<file path="config.mk">
export PLATFORM = sky130hd
export DESIGN_NAME = dmem_arbiter
export DESIGN_NICKNAME = d
export VERILOG_FILES = /design/src/rtl/dmem_arbiter.sv
export SDC_FILE = /design/constraint.sdc
export NUM_CORES = 1
export LEC_CHECK = 0
export ABC_AREA = 1
export ABC_CLOCK_PERIOD_IN_PS = 1790
export CAP_MARGIN = 20
export CORE_ASPECT_RATIO = 1.5
export CORE_UTILIZATION = 42
export CTS_BUF_LIST = sky130_fd_sc_hd__clkbuf_16
export DETAILED_ROUTE_END_ITERATION = 12
export PLACE_DENSITY = 0.81
export SETUP_SLACK_MARGIN = 0.4
export SKIP_CTS_REPAIR_TIMING = 1
export SYNTH_ARGS = -nofsm -noshare
export SYNTH_HDL_FRONTEND = slang
export SYNTH_SLANG_ARGS = --single-unit
</file>
<file path="constraint.sdc">
create_clock -name clk -period 1.79 [get_ports clk]
set_input_delay 0.4475 -clock clk [delete_from_list [all_inputs] [get_ports clk]]
set_output_delay 0.4475 -clock clk [all_outputs]
set_load 0.03 [all_outputs]
</file>
<file path="src/rtl/dmem_arbiter.sv">
// Two-requester data-memory arbiter: CPU has fixed priority, and the loader is forced a
// grant after STARVE_LIMIT consecutive CPU grants made while it was waiting.
module dmem_arbiter #(
  parameter int ADDR_WIDTH   = 32,
  parameter int DATA_WIDTH   = 32,
  parameter int STARVE_LIMIT = 4,
  localparam int CNT_W       = $clog2(STARVE_LIMIT + 1)
) (
  input  logic                  clk,
  input  logic                  reset,
  input  logic                  cpu_req,
  input  logic                  cpu_we,
  input  logic [ADDR_WIDTH-1:0] cpu_addr,
  input  logic [DATA_WIDTH-1:0] cpu_wdata,
  output logic [DATA_WIDTH-1:0] cpu_rdata,
  output logic                  cpu_ack,
  output logic                  cpu_stall,
  input  logic                  ldr_req,
  input  logic                  ldr_we,
  input  logic [ADDR_WIDTH-1:0] ldr_addr,
  input  logic [DATA_WIDTH-1:0] ldr_wdata,
  output logic [DATA_WIDTH-1:0] ldr_rdata,
  output logic                  ldr_ack,
  output logic                  mem_en,
  output logic                  mem_we,
  output logic [ADDR_WIDTH-1:0] mem_addr,
  output logic [DATA_WIDTH-1:0] mem_wdata,
  input  logic [DATA_WIDTH-1:0] mem_rdata,
  output logic [1:0]            dbg_state,
  output logic                  dbg_grant,
  output logic [CNT_W-1:0]      dbg_starve_cnt
);

  localparam logic [1:0] IDLE   = 2'd0;
  localparam logic [1:0] ACCESS = 2'd1;
  localparam logic [1:0] RESP   = 2'd2;

  localparam logic GRANT_CPU = 1'b0;
  localparam logic GRANT_LDR = 1'b1;

  logic [1:0]            state;
  logic                  grant;
  logic [CNT_W-1:0]      starve_cnt;
  logic                  we_r;
  logic [ADDR_WIDTH-1:0] addr_r;
  logic [DATA_WIDTH-1:0] wdata_r;
  logic [DATA_WIDTH-1:0] cpu_rdata_q;
  logic [DATA_WIDTH-1:0] ldr_rdata_q;
  logic                  starved;
  logic                  ldr_wins;

  // Handshake: a requester raises req with stable we/addr/wdata and holds them until it
  // sees its one-cycle ack; req is only sampled in IDLE, so a transaction once granted
  // always runs IDLE -> ACCESS -> RESP and acks even if req is dropped meanwhile.
  assign starved  = (starve_cnt == CNT_W'(STARVE_LIMIT));
  assign ldr_wins = ldr_req & (~cpu_req | starved);

  always_ff @(posedge clk) begin
    if (reset) begin
      state       <= IDLE;
      grant       <= GRANT_CPU;
      starve_cnt  <= '0;
      we_r        <= 1'b0;
      addr_r      <= '0;
      wdata_r     <= '0;
      cpu_rdata_q <= '0;
      ldr_rdata_q <= '0;
    end else begin
      case (state)
        IDLE: begin
          if (cpu_req | ldr_req) begin
            state <= ACCESS;
            if (ldr_wins) begin
              grant      <= GRANT_LDR;
              we_r       <= ldr_we;
              addr_r     <= ldr_addr;
              wdata_r    <= ldr_wdata;
              starve_cnt <= '0;
            end else begin
              grant   <= GRANT_CPU;
              we_r    <= cpu_we;
              addr_r  <= cpu_addr;
              wdata_r <= cpu_wdata;
              // Only grants taken while the loader is waiting count toward starvation.
              if (ldr_req && !starved) begin
                starve_cnt <= starve_cnt + 1'b1;
              end
            end
          end
        end
        ACCESS: state <= RESP;
        RESP: begin
          state <= IDLE;
          if (!we_r) begin
            if (grant == GRANT_CPU) begin
              cpu_rdata_q <= mem_rdata;
            end else begin
              ldr_rdata_q <= mem_rdata;
            end
          end
        end
        default: state <= IDLE;
      endcase
    end
  end

  assign mem_en    = (state == ACCESS);
  assign mem_we    = mem_en & we_r;
  assign mem_addr  = addr_r;
  assign mem_wdata = wdata_r;

  assign cpu_ack   = (state == RESP) && (grant == GRANT_CPU);
  assign ldr_ack   = (state == RESP) && (grant == GRANT_LDR);
  assign cpu_stall = cpu_req & ~cpu_ack;

  // Read data is presented straight from memory during ack, then held from the capture.
  assign cpu_rdata = (cpu_ack && !we_r) ? mem_rdata : cpu_rdata_q;
  assign ldr_rdata = (ldr_ack && !we_r) ? mem_rdata : ldr_rdata_q;

  assign dbg_state      = state;
  assign dbg_grant      = grant;
  assign dbg_starve_cnt = starve_cnt;

endmodule

</file>
; Word level (Yosys, flattened, before mapping)
; Cells that the tools add are included.
[op_classes]
n_addsub = 1
n_eq_ne = 4
mux = 10
bitwise = 9
reduce_logical = 13
[op_table]
columns = operator, count
row1 = 32-bit two-way mux, 4
row2 = 3-bit AND reduction, 3
row3 = 3-bit two-way mux, 2
row4 = 1-bit logical AND, 5
row5 = 1-bit inverter, 4
row6 = 2-bit one-hot mux with 2 select lines, 1
row7 = "3-bit by 1-bit adder with 3-bit output, second input constant", 1
row8 = 1-bit AND, 3
row9 = "3-bit equality test, second input constant", 1
row10 = "2-bit by 1-bit equality test with 1-bit output, second input constant", 1
row11 = "2-bit equality test, second input constant", 1
row12 = 1-bit zero test, 2
row13 = 2-bit zero test, 1
row14 = 1-bit two-way mux, 2
row15 = 2-bit two-way mux, 1
row16 = "2-bit inequality test, second input constant", 1
row17 = 1-bit OR, 2
row18 = 2-bit AND reduction, 1
row19 = 2-bit nonzero test, 1
[totals]
reg_bits = 135

; Longest topological paths before layout
[logic_depth]
word_depth = 5
depth_mapped = 10
ltp_nobuf = 8

; Worst setup path after synthesis
; OpenSTA, ideal clock, no wires.
[synth_timing]
path_type = reg2out
from = register grant, in the netlist dbg_grant
to = output ldr_ack
arrival_time_ns = 1.570
required_ns = 1.342
setup_slack_ns = -0.227
path_stages_with_launch = 4
cell_sequence = dfxtp_1 inv_2 buf_1 nor3_1
[synth_via]
elab_chain_cells = 1
[synth_lines]
columns = item, line_no
row1 = "start, declared", 42  ; logic grant;
row2 = "start signal, assigned", 61  ; grant <= GRANT_CPU;
row3 = "start signal, assigned", 74  ; grant <= GRANT_LDR;
row4 = "start signal, assigned", 80  ; grant <= GRANT_CPU;
row5 = 1-bit logical AND, 113  ; assign ldr_ack = (state == RESP) && (grant == GRANT_LDR);
row6 = "end, declared", 23  ; output logic ldr_ack,
; Every way passes these cells.

; Final worst setup path
[layout_timing]
from = register grant, in the netlist dbg_grant
to = output cpu_rdata[30]
[layout_via]
elab_chain_cells = 4
[layout_lines]
columns = item, line_no
row1 = 1-bit inverter (no line), -
row2 = 1-bit logical AND, 112  ; assign cpu_ack = (state == RESP) && (grant == GRANT_CPU);
row3 = 1-bit logical AND, 117  ; assign cpu_rdata = (cpu_ack && !we_r) ? mem_rdata : cpu_rdata_q;
row4 = 32-bit two-way mux, 117
row5 = "end, declared", 15  ; output logic [DATA_WIDTH-1:0] cpu_rdata,
; Every way passes these cells.

==> qor.csv <==
stage;metric;value;unit
status;status;finished with violations;
status;violations;negative setup slack;
sta;holdWs;346.1;ps
worst_setup_path;crit_path_max_fanout;8;
sta;tightest_slew;368.0;ps
yosys;yosysUniqueCellTypes;25;
detailed_routing;drt_iter0_markers;427;
worst_setup_path;worst_ep_arrival_time;1700;ps
worst_setup_path;critPathCapture;cpu_rdata[30];
worst_setup_path;crit_type;flip-flop to output pin;
worst_setup_path;critPathSlowestCell;dfxtp_4;
yosys;syn_avg_cell_area;6.608;um2
detailed_routing;final_antenna_net_count;0;
place;place.gp.congestion;0.8220;
yosys;ys_warn_count;0;
layout;syn_to_final_growth;71.47;%
sta;slew_violations;0;
worst_setup_path;path_depth;8;
layout;drive_gt1_frac;0.3214;
layout;final_nets;1530;
die;core-area;0.01570;mm2
layout;num_antenna_cells;0;
clock_network;clk_pin_slew;50;ps
place;dpl.cell_count;1523;
place;place_hpwl;15.67;mm
detailed_routing;via_per_inst;4.946;
worst_setup_path;critPathRequiredTime;1340;ps
worst_setup_path;worstRegToRegCells;8;
layout;final_cell_mix;nand2_1 (198), inv_1 (166), clkdlybuf4s50_1 (162);
grt;grt.total_usage;0.2576;
place;numPortBuffers;304;
detailed_routing;dr.pass1.iters;5;
worst_setup_path;start_kind;flip-flop;
yosys;synth_seq_cells;135;
power_and_ir_drop;peakVddDrop;0.0006954;V
die;start_util;0.4328;
yosys;synth.cell_area;0.006793;mm2
die;die_y;157.8;um
min_path;hold_class;primary input to flip-flop;
sta;fin_crit;2150;ps
worst_setup_path;cp_top_family;buffers and inverters;
die;ioPinCount;305;
power_and_ir_drop;internal-power;6529;uW
clock_network;htree_levels;4;
grt;gr-total-overflow;0;
power_and_ir_drop;power.share.combinational;0.289;
clock_network;cts.path.max_buffers;2;
worst_setup_path;crit_chain;inv_2 > buf_6 > nand3_4 > clkbuf_16 > nand2_1 > nand2_2 > inv_2 > buf_6;
clock_network;numCtsBuffers;17;
worst_setup_path;slowest_delay;350;ps
worst_setup_path;critPathLaunch;dbg_grant$_SDFFE_PP0P_;
grt;grt_antenna_before_repair;0;
grt;grt_pass1_vias;7040;
worst_setup_path;regToRegSetupSlack;340;ps
worst_setup_path;reg2reg_to;mem_wdata[23]$_SDFFE_PP0P_;
worst_setup_path;critPathBufInv;5;
power_and_ir_drop;power.leakage;0.006113;uW
layout;final_cells;1575;
sta;rsz0062_at_grt;yes;
power_and_ir_drop;p_clk_frac;0.354;
power_and_ir_drop;power_switching_share;0.3075;
sta;setup_viol;68;
sta;worst_slack;-360.2;ps
worst_setup_path;r2r-start;dbg_state[0]$_SDFFE_PP0P_;
clock_network;clockRootBuffer;clkbuf_16;
detailed_routing;via_count;7790;
job;maxCapViolCount;0;
die;row_count;56;
power_and_ir_drop;seq_power_share;0.356;
sta;finalHoldViolations;0;
yosys;syn_inst;1028;
detailed_routing;wl_per_cell;15.36;um
sta;skew;13.17;ps
grt;grt_pass1_wl;34.18;mm
power_and_ir_drop;p_per_area;809.4;mW/mm2
die;die_w;105.8;um
detailed_routing;totalWireLength;24.20;mm
clock_network;clk_latency;410;ps
sta;fmax;465.1;MHz
die;die_area;0.01670;mm2
layout;fill_cells;1200;
yosys;seq_area_frac_synth;0.3979;
grt;grt_max_degree;67;
sta;fin_crit_sh;1.201;
power_and_ir_drop;switchingPower;2899;uW
yosys;synth_nets;1196;
sta;slew_headroom;0.7546;
layout;layout_commonest_cell;nand2_1;
detailed_routing;drcViolationCount;0;
worst_setup_path;crit_path_end_kind;output pin;
clock_network;cts_tree;yes;
clock_network;clock_sinks;135;
-- layer usage --
metal,global-route usage,vias up,part of all wire,wire (um)
met5,0,-,0,0
met4,0.1290,0,0.050,1212
met3,0.06669,82,0.064,1555
met2,0.4619,331,0.53,12930
met1,0.2792,3591,0.35,8496
li1,-,3786,-,-
-- Yosys cell counts --
cell | number | area [um2]
a21oi_1 | 3 | 15.01
buf_1 | 8 | 30.03
buf_2 | 27 | 135.1
buf_4 | 8 | 60.06
clkbuf_1 | 26 | 97.59
clkinv_1 | 1 | 3.750
dfxtp_1 | 135 | 2703
ha_1 | 2 | 25.02
inv_1 | 215 | 807.0
inv_2 | 22 | 82.58
nand2_1 | 240 | 900.9
nand2_2 | 1 | 6.260
nand2_4 | 1 | 11.26
nand3_1 | 133 | 665.6
nand3_2 | 1 | 10.01
nand3b_1 | 65 | 488.0
nand4_1 | 32 | 200.2
nor2_1 | 69 | 259.0
nor2_2 | 1 | 6.260
nor2_4 | 1 | 11.26
nor2_8 | 1 | 20.02
nor3_1 | 3 | 15.01
o21ai_0 | 1 | 5.000
o21ai_1 | 12 | 60.06
o21ai_2 | 20 | 175.2
-- stage by stage --
stage	util	setup WS (ps)	setup TNS (ps)	power (uW)	area [um2]
after floorplan	-	188.6	0	4616	6959
after detailed placement	0.6555	-49.74	-887.0	5793	10290
final	0.7421	-360.2	-18880	9428	11650
after global routing	0.7421	-451.9	-24740	9812	11650
after global placement	0.6555	-30.33	-208.5	5765	10290
after CTS	0.6910	-340.0	-27570	9149	10850
-- flip-flops by register name (all words and copies together), names as in the netlist --
register and flops:
dbg_starve_cnt 3, we_r 1, dbg_state 2, dbg_grant 1, mem_addr 32, cpu_rdata_q 32
mem_wdata 32, ldr_rdata_q 32
-- power by group through the flow --
stage	clock (uW)	combinational, uW	sequential, uW
floorplan	0	933	3680
global placement	0	2390	3380
detailed placement	0	2410	3390
CTS	3410	2420	3320
global route	3550	2890	3380
finish	3340	2730	3360
-- logic make-up after synthesis --
group,synth area share
adders and majority gates,0.003683
buffers and inverters,0.1790
DFF,0.3979
and+or+nand+nor,0.3818
AOI/OAI and AO/OA,0.03758
-- how the worst min path moves through the flow --
stage                              startpoint                        endpoint  slack (ps)  cells past startpoint
global route                            reset  dbg_starve_cnt[1]$_SDFFE_PP0P_         340                      2
finish                                  reset  dbg_starve_cnt[1]$_SDFFE_PP0P_         350                      2
floorplan                   we_r$_SDFFE_PP0P_               we_r$_SDFFE_PP0P_         490                      2
CTS                                     reset  dbg_starve_cnt[1]$_SDFFE_PP0P_         330                      2
detailed placement   mem_addr[0]$_SDFFE_PP0P_        mem_addr[0]$_SDFFE_PP0P_         460                      2
global placement    mem_addr[17]$_SDFFE_PP0P_       mem_addr[17]$_SDFFE_PP0P_         450                      2
-- area by class of cell --
type	instances	area, um2	share of cell area
clock buffers	17	425.4	0.03652
multi-input cells	586	3152	0.2706
flip-flops and latches	135	2756	0.2367
clock inverters	12	131.4	0.01128
repair buffers	384	4025	0.3456
well taps	203	254.0	0.02181
inverters	238	903.4	0.07756
(Power assumes the default switching activity.)
